## src/rtl/flipflop_pkg.sv

```systemverilog
// Shared constants and state encoding for the memory-matching game.
package flipflop_pkg;

    localparam logic [3:0] NO_SEL  = 4'hF;
    localparam logic [3:0] VAL_MIN = 4'd1;
    localparam logic [3:0] VAL_MAX = 4'd14;
    localparam int         POS_W   = 4;

    typedef enum logic [2:0] {
        IDLE_A = 3'd0,
        WAIT_B = 3'd1,
        SHOW   = 3'd2,
        CLEAR  = 3'd3,
        DONE   = 3'd4
    } turn_state_t;

endpackage

```

## src/rtl/turn_controller_show_timer.sv

```systemverilog
// Loadable down-counter that parks at zero; done is high while the count is zero.
module show_timer #(
    parameter int W = 1
) (
    input  logic         clock,
    input  logic         resetn,
    input  logic         load,
    input  logic [W-1:0] load_val,
    output logic         done
);

    logic [W-1:0] count;

    always_ff @(posedge clock) begin
        if (!resetn) begin
            count <= '0;
        end else if (load) begin
            count <= load_val;
        end else if (count != '0) begin
            count <= count - W'(1);
        end
    end

    assign done = (count == '0);

endmodule

```

## src/rtl/turn_controller.sv

```systemverilog
// Turn sequencing for the memory-matching game: two picks, a timed reveal, then a one-cycle clear.
// Optional TURN_TWO_PLAYER_EN adds the player / score_b ports for alternating two-player play.
module turn_controller
    import flipflop_pkg::*;
#(
    parameter int NUM_PAIRS   = 8,
    parameter int SHOW_CYCLES = 25_000_000
) (
    input  logic        clock,
    input  logic        resetn,
    input  logic        pick_valid,
    input  logic [3:0]  pick_pos,
    input  logic [3:0]  pick_value,
    output logic [3:0]  selectedA,
    output logic [3:0]  selectedB,
    output logic        ready,
    output logic        pick_err,
    output logic        match_pulse,
    output logic        miss_pulse,
    output logic [15:0] removed_mask,
    output logic [3:0]  pairs_left,
    output logic [7:0]  turns,
    output logic [3:0]  score,
    output logic        game_over
`ifdef TURN_TWO_PLAYER_EN
    ,
    output logic        player,
    output logic [3:0]  score_b
`endif
);

    localparam int              TW        = (SHOW_CYCLES > 1) ? $clog2(SHOW_CYCLES) : 1;
    localparam logic [TW-1:0]   TLOAD     = TW'(SHOW_CYCLES - 1);
    localparam logic [4:0]      POS_LIMIT = 5'(2 * NUM_PAIRS);

    turn_state_t      state;
    logic [POS_W-1:0] pos_a;
    logic [POS_W-1:0] pos_b;
    logic             is_match;
    logic             timer_done;
    logic             pick_ok;
    logic             timer_load;

    // A pick is legal only on an in-range, still-present position with a legal value,
    // and the second pick may not reuse the first position.
    always_comb begin
        pick_ok = 1'b1;
        if ({1'b0, pick_pos} >= POS_LIMIT)                   pick_ok = 1'b0;
        if (removed_mask[pick_pos])                          pick_ok = 1'b0;
        if (pick_value < VAL_MIN || pick_value > VAL_MAX)    pick_ok = 1'b0;
        if (state == WAIT_B && pick_pos == pos_a)            pick_ok = 1'b0;
    end

    assign ready      = (state == IDLE_A) || (state == WAIT_B);
    assign game_over  = (state == DONE);
    assign timer_load = (state == WAIT_B) && pick_valid && pick_ok;

    show_timer #(.W(TW)) u_timer (
        .clock    (clock),
        .resetn   (resetn),
        .load     (timer_load),
        .load_val (TLOAD),
        .done     (timer_done)
    );

    always_ff @(posedge clock) begin
        if (!resetn) begin
            state        <= IDLE_A;
            pos_a        <= '0;
            pos_b        <= '0;
            is_match     <= 1'b0;
            selectedA    <= NO_SEL;
            selectedB    <= NO_SEL;
            pick_err     <= 1'b0;
            match_pulse  <= 1'b0;
            miss_pulse   <= 1'b0;
            removed_mask <= '0;
            pairs_left   <= 4'(NUM_PAIRS);
            turns        <= '0;
            score        <= '0;
`ifdef TURN_TWO_PLAYER_EN
            player       <= 1'b0;
            score_b      <= '0;
`endif
        end else begin
            pick_err    <= 1'b0;
            match_pulse <= 1'b0;
            miss_pulse  <= 1'b0;
            case (state)
                IDLE_A: begin
                    if (pick_valid) begin
                        if (pick_ok) begin
                            pos_a     <= pick_pos;
                            selectedA <= pick_value;
                            state     <= WAIT_B;
                        end else begin
                            pick_err <= 1'b1;
                        end
                    end
                end
                WAIT_B: begin
                    if (pick_valid) begin
                        if (pick_ok) begin
                            pos_b     <= pick_pos;
                            selectedB <= pick_value;
                            is_match  <= (selectedA == pick_value);
                            state     <= SHOW;
                        end else begin
                            pick_err <= 1'b1;
                        end
                    end
                end
                SHOW: begin
                    // The whole commit is registered here so it appears during the CLEAR cycle.
                    if (timer_done) begin
                        selectedA <= NO_SEL;
                        selectedB <= NO_SEL;
                        state     <= CLEAR;
                        if (turns != 8'hFF) turns <= turns + 8'd1;
                        if (is_match) begin
                            removed_mask <= removed_mask | (16'd1 << pos_a) | (16'd1 << pos_b);
                            pairs_left   <= pairs_left - 4'd1;
                            match_pulse  <= 1'b1;
`ifdef TURN_TWO_PLAYER_EN
                            if (player) score_b <= score_b + 4'd1;
                            else        score   <= score + 4'd1;
`else
                            score <= score + 4'd1;
`endif
                        end else begin
                            miss_pulse <= 1'b1;
`ifdef TURN_TWO_PLAYER_EN
                            player <= ~player;
`endif
                        end
                    end
                end
                CLEAR: begin
                    state <= (pairs_left == 4'd0) ? DONE : IDLE_A;
                end
                DONE: begin
                    state <= DONE;
                end
                default: begin
                    state <= IDLE_A;
                end
            endcase
        end
    end

endmodule

```

## config.mk

```make
export PLATFORM = sky130hd
export DESIGN_NAME = turn_controller
export DESIGN_NICKNAME = d
export VERILOG_FILES = /design/src/rtl/flipflop_pkg.sv /design/src/rtl/turn_controller_show_timer.sv /design/src/rtl/turn_controller.sv
export SDC_FILE = /design/constraint.sdc
export NUM_CORES = 1
export LEC_CHECK = 0
export CORE_MARGIN = 2
export CORE_UTILIZATION = 49
export CTS_CLUSTER_SIZE = 16
export DETAILED_ROUTE_END_ITERATION = 10
export PLACE_DENSITY = 0.76
export SKIP_CTS_REPAIR_TIMING = 1
export SYNTH_ARGS = -nofsm -noshare
export SYNTH_HDL_FRONTEND = slang
export SYNTH_HIERARCHICAL = 1
export SYNTH_SLANG_ARGS = --single-unit
export TNS_END_PERCENT = 5
```

## constraint.sdc

```tcl
create_clock -name clock -period 3.2 [get_ports clock]
set_input_delay 0.64 -clock clock [delete_from_list [all_inputs] [get_ports clock]]
set_output_delay 0.64 -clock clock [all_outputs]
set_load 0.005 [all_outputs]
```

# Word level (Yosys, flattened, before mapping)
# Cells that the tools add are included.
word_totals:
  input_bits: 11
  register_bits: 80
op_classes:
  magnitude_cmp: 3
  n_mux: 22
  shift: 2
  n_eq_ne: 12
  n_bitwise: 3
  addsub: 4
  reduce_logical: 23
ops:
  columns: ["operator", "count"]
  rows:
  - ["$mux 25", 2]
  - ["$or 16x16->16", 2]
  - ["$shl 1x4->16 const A", 2]
  - ["$logic_not 25->1", 1]
  - ["$reduce_bool 25->1", 1]
  - ["$sub 25x1->25 const B", 1]
  - ["$mux 3", 6]
  - ["$reduce_and 3->1", 6]
  - ["$pmux 4 s2", 2]
  - ["$pmux 3 s5", 1]
  - ["$mux 4", 3]
  - ["$ne 2x2->1 const B", 5]
  - ["$add 8x1->8 const B", 1]
  - ["$eq 4x4->1", 2]
  - ["$ne 8x8->1 const B", 1]
  - ["$reduce_and 4->1", 2]
  - ["$mux 1", 7]
  - ["$eq 3x2->1 const B", 2]
  - ["$reduce_bool 2->1", 3]
  - ["$lt 4x5->1 const B", 1]
  - ["$reduce_and 5->1", 1]
  - ["$add 4x1->4 const B", 1]
  - ["$bmux 1 s4", 1]
  - ["$gt 4x4->1 const B", 1]
  - ["other kinds (10)", 14]

# Depth between registers and ports, before layout
# Gate-level depths: netlist (run 1).
depth:
  word_depth: 8
  depth_mapped: 11
  mapped_depth_nobuf: 9

# Modules after synthesis
# The synthesis (run 1) kept the hierarchy.
modules_own_cells:
  columns: ["mod", "cells_each", "area_per_inst_um2", "instances"]
  rows:
  - ["turn_controller", 288, 2620.0, 1]
  - ["show_timer", 164, 1382.6, 1]

# Worst setup path after synthesis (run 1)
# No wires, ideal clock.
synth_path:
  path_type: "reg-to-reg"
  startpoint: "reg u_timer.count[8]"
  endpoint: "reg turns[5]"
  path_stages_with_launch: 10
  setup_time_ps: 115
  required_time_ps: 3085
  arrival_time_ps: 3021
  period_less_slack_ps: 3136
  n_path_buf: 1
  path_slack_ps: 64
  path_cell_list: "dfxtp_1 or4_1 or4_4 nor4_4 nor4bb_1 o21a_1 clkbuf_1 nand4_1 xnor2_1 and2_1"
synth_via:
  elab_chain_len: 2
synth_rtl:
  columns: ["element", "line", "text"]
  rows:
  - ["from (decl)", "turn_controller_show_timer.sv:12", "logic [W-1:0] count;"]
  - ["from (signal assigned)", "turn_controller_show_timer.sv:18", "count <= load_val;"]
  - ["from (signal assigned)", "turn_controller_show_timer.sv:20", "count <= count - W'(1);"]
  - ["$logic_not 25->1", "turn_controller_show_timer.sv:24", "assign done = (count == '0);"]
  - ["named net timer_done", "turn_controller.sv:40", "logic timer_done;"]
  - ["$reduce_and 3->1 (no line)", null, null]
  - ["to (signal assigned)", "turn_controller.sv:119", "if (turns != 8'hFF) turns <= turns + 8'd1;"]
  - ["to (decl)", "turn_controller.sv:22", "output logic [7:0] turns,"]
# The timed path passes the listed nets, and every way through them passes these cells.
# A chain may end at the register's enable or synchronous reset.

# Worst setup path after layout (run 1)
# Same ends and word-level chain as after synthesis.

==> results of run 1 <==
-- cell usage after synthesis, types with 8 or more instances --
master and count:
a21oi_1 20, and2_1 17, clkbuf_1 15, dfxtp_1 80
mux2i_1 21, nand2_1 60, nand2b_1 10, nand4_1 9
nor2_1 24, nor2b_1 18, nor3_1 10, nor4_1 8
o21ai_0 22, o22ai_1 9, xnor2_1 29, xor2_1 12
-- flip-flops by register name, summed over array words and instances (netlist names) --
signal         cells
pos_a              4
selectedA          4
match_pulse        1
pairs_left         4
pick_err           1
state              3
is_match           1
turns              8
u_timer/count     25
score              4
removed_mask      16
miss_pulse         1
selectedB          4
pos_b              4
-- cell usage in the layout (no fill, tap or decap), drive strengths merged, types with 17 or more instances in the layout --
cell type,synthesis,final
conb,2,25
and2,17,17
nand2,60,60
xnor2,29,29
o21ai,22,22
buf,6,17
nor2b,18,18
mux2i,21,21
nor2,24,24
dfxtp,80,80
a21oi,20,20
clkdlybuf4s50,0,54
-- worst min-delay path by stage --
stage                 end  slack [ps]  cells after the start
2_1_floorplan  miss_pulse         440                      1
4_1_cts          score[1]         500                      2
3_3_place_gp     pos_b[0]         490                      2
6_report         pos_b[0]         500                      2
3_5_place_dp     score[1]         480                      2
5_1_grt          score[1]         550                      2
-- final cells by class --
| class | count | area (µm²) | area share |
|---|---|---|---|
| inverters | 7 | 26.3 | 0.00526 |
| repair buffers | 71 | 678 | 0.136 |
| well taps | 102 | 128 | 0.0255 |
| flip-flops and latches | 80 | 1600 | 0.320 |
| clock buffers | 11 | 141 | 0.0283 |
| multi-input cells | 367 | 2370 | 0.473 |
| clock inverters | 5 | 56.3 | 0.0113 |
-- worst register-to-register path, delay by kind of cell, from the launching register on --
kind	cells	cell delay [ps]
compound gates	1	240
xor+xnor	1	150
flops	1	360
buf+inv	1	180
simple gates	6	1970
-- where the power goes --
part / leakage (nW) / internal, W / switching, W / total, W
registers: 0.651 / 0.00115 / 0.000174 / 0.00132
logic: 1.11 / 0.000563 / 0.000626 / 0.00119
clock network: 0.0993 / 0.000381 / 0.000375 / 0.000756
-- cells by family (layout without fill, tap and decap cells) --
logic type                 Yosys count  count (layout)  synth area share
and+or+nand+nor                    197             197             0.268
DFF                                 80              80             0.400
AOI/OAI and AO/OA                   74              74             0.116
xor gates and xnor gates            41              41            0.0897
buffers and inverters               28              94            0.0334
muxes                               25              25            0.0750
adders and majority gates            5               5            0.0156
other                                2              25           0.00188
-- stage by stage --
stage          worst slack [ps]  std cells
3_3_place_gp                119        627
3_5_place_dp               50.0        627
4_1_cts                    66.7        643
2_1_floorplan              64.1        475
5_1_grt                    47.6        643
6_report                    212        643
-- routing by layer --
| layer | GRT usage | up-vias | wire, µm |
|---|---|---|---|
| li1 | - | 1741 | - |
| met1 | 0.289 | 1625 | 4290 |
| met2 | 0.338 | 101 | 4080 |
| met3 | 0.0367 | 19 | 443 |
| met4 | 0.106 | 0 | 207 |
| met5 | 0 | - | 0 |
==> impl_metrics.ini, run 1 <==
[status]
status = finished, final reports clean

[finish]
antenna_cells = 0
nets = 552
drive_gt1_frac = 0.0887
final_core_util = 0.640
area_delta_synth_final_pct = 24.9
nFillCells = 670
design_area_um2 = 5000

[cts]
cts-root-buf = clkbuf_8
clock_path_buffers = 2
clk_latency_ps = 360
cts_tree = yes
cts.sinks = 80
cts-buffers-inserted = 9
htree_num_levels = 3
cts.clk_slew.worst_paths_ps = 80

[worst_setup_path]
cp_slowest_cell = or4_1
cp.depth = 9
required_ps = 3460
max_stage_delay_ps = 580
path_cells = or4_1 -> or4_4 -> nor4_4 -> nor4bb_2 -> buf_4 -> o21a_1 -> nand4_1 -> xnor2_1 -> and2_1
cp-end-kind = flop
path_class = flop to flop
arrival_ps = 3240
worst-path-buf-inv = 1
worstSetupStartpoint = u_timer/count[8]
rr_worst_depth = 9
reg2reg_slack_ps = 210
reg2reg_to = turns[5]
critical_path_peak_fanout = 7
setup.worst_path.start_class = flop
crit_path_end = turns[5]
cp_top_family = simple AND/OR/NAND/NOR gates
r2r-start = u_timer/count[8]

[floorplan]
die_area_um2 = 8910
dieHeight_um = 94.4
die-width_um = 94.4
io_pins = 56
rows = 32
core-area_um2 = 7810
initial_core_util = 0.513

[synthesis]
syn_area_um2 = 4000
synth_area_per_cell_um2 = 8.86
ys_ff_latch = 80
ys.warnings.count = 6
yosysSeqAreaShare = 0.400
ys_types = 52
yosysTopAreaCell = dfxtp_1
synth_top_area_share = 0.400
synth-edff-count = 0
postSynthCellCount = 452
synth_top_cells_by_area = dfxtp_1 40%, xnor2_1 6.3%, nand2_1 5.6%
ys.flop_type = dfxtp_1
async_flop_share = 0

[power]
power.density_nw_per_um2 = 654
p_total_w = 0.00327
peakVddDrop_v = 0.000327
p_leak_nw = 1.86

[grt]
overflow = 0
grt_max_degree = 47
antenna_found_initial = 0
grt_pass1_wl_mm = 15.4
grt_pass1_vias = 3403
grt_usage = 0.216

[timing]
rsz0062_at_grt = no
period_share = 0.934
max-slew-margin-rel = 0.608
whs_ps = 503
tightest_slew_ps = 581
finalHoldViolCount = 0
setup_tns_ps = 0
clock_skew_ps = 7.51
finalWorstPathRequiredPeriod_ps = 2990
fmax_ghz = 0.335
slew_viol_final = 0
setup_viol_count_final = 0

[worst_hold_path]
hp-class = flop to flop
hold_path.startpoint = pos_b[0]

[route]
drtIter0Drc = 128
totalWireLength_mm = 9.02
vias_per_cell = 5.42
wl_per_cell_um = 14.0
drt.antenna.violating_nets = 0
drt-pass1-iter-count = 7
num_vias = 3486
route.detailed.drc = 0

[placed_design]
hpwl_mm = 6.44
port_buffers = 55
routabilityCongestion = 0.915
place_area_um2 = 4790

[job]
cap_violations = 0
(Power assumes the default switching activity.)
==> run 2, diff against run 1 <==
--- a/config.mk
+++ b/config.mk
@@ -11,6 +11,7 @@
 export DETAILED_ROUTE_END_ITERATION = 10
 export PLACE_DENSITY = 0.76
 export SKIP_CTS_REPAIR_TIMING = 1
+export SLEW_MARGIN = 0
 export SYNTH_ARGS = -nofsm -noshare
 export SYNTH_HDL_FRONTEND = slang
 export SYNTH_HIERARCHICAL = 1
==> results of run 2 <==
Final layout, timing and power as in run 1 (identical DEF).
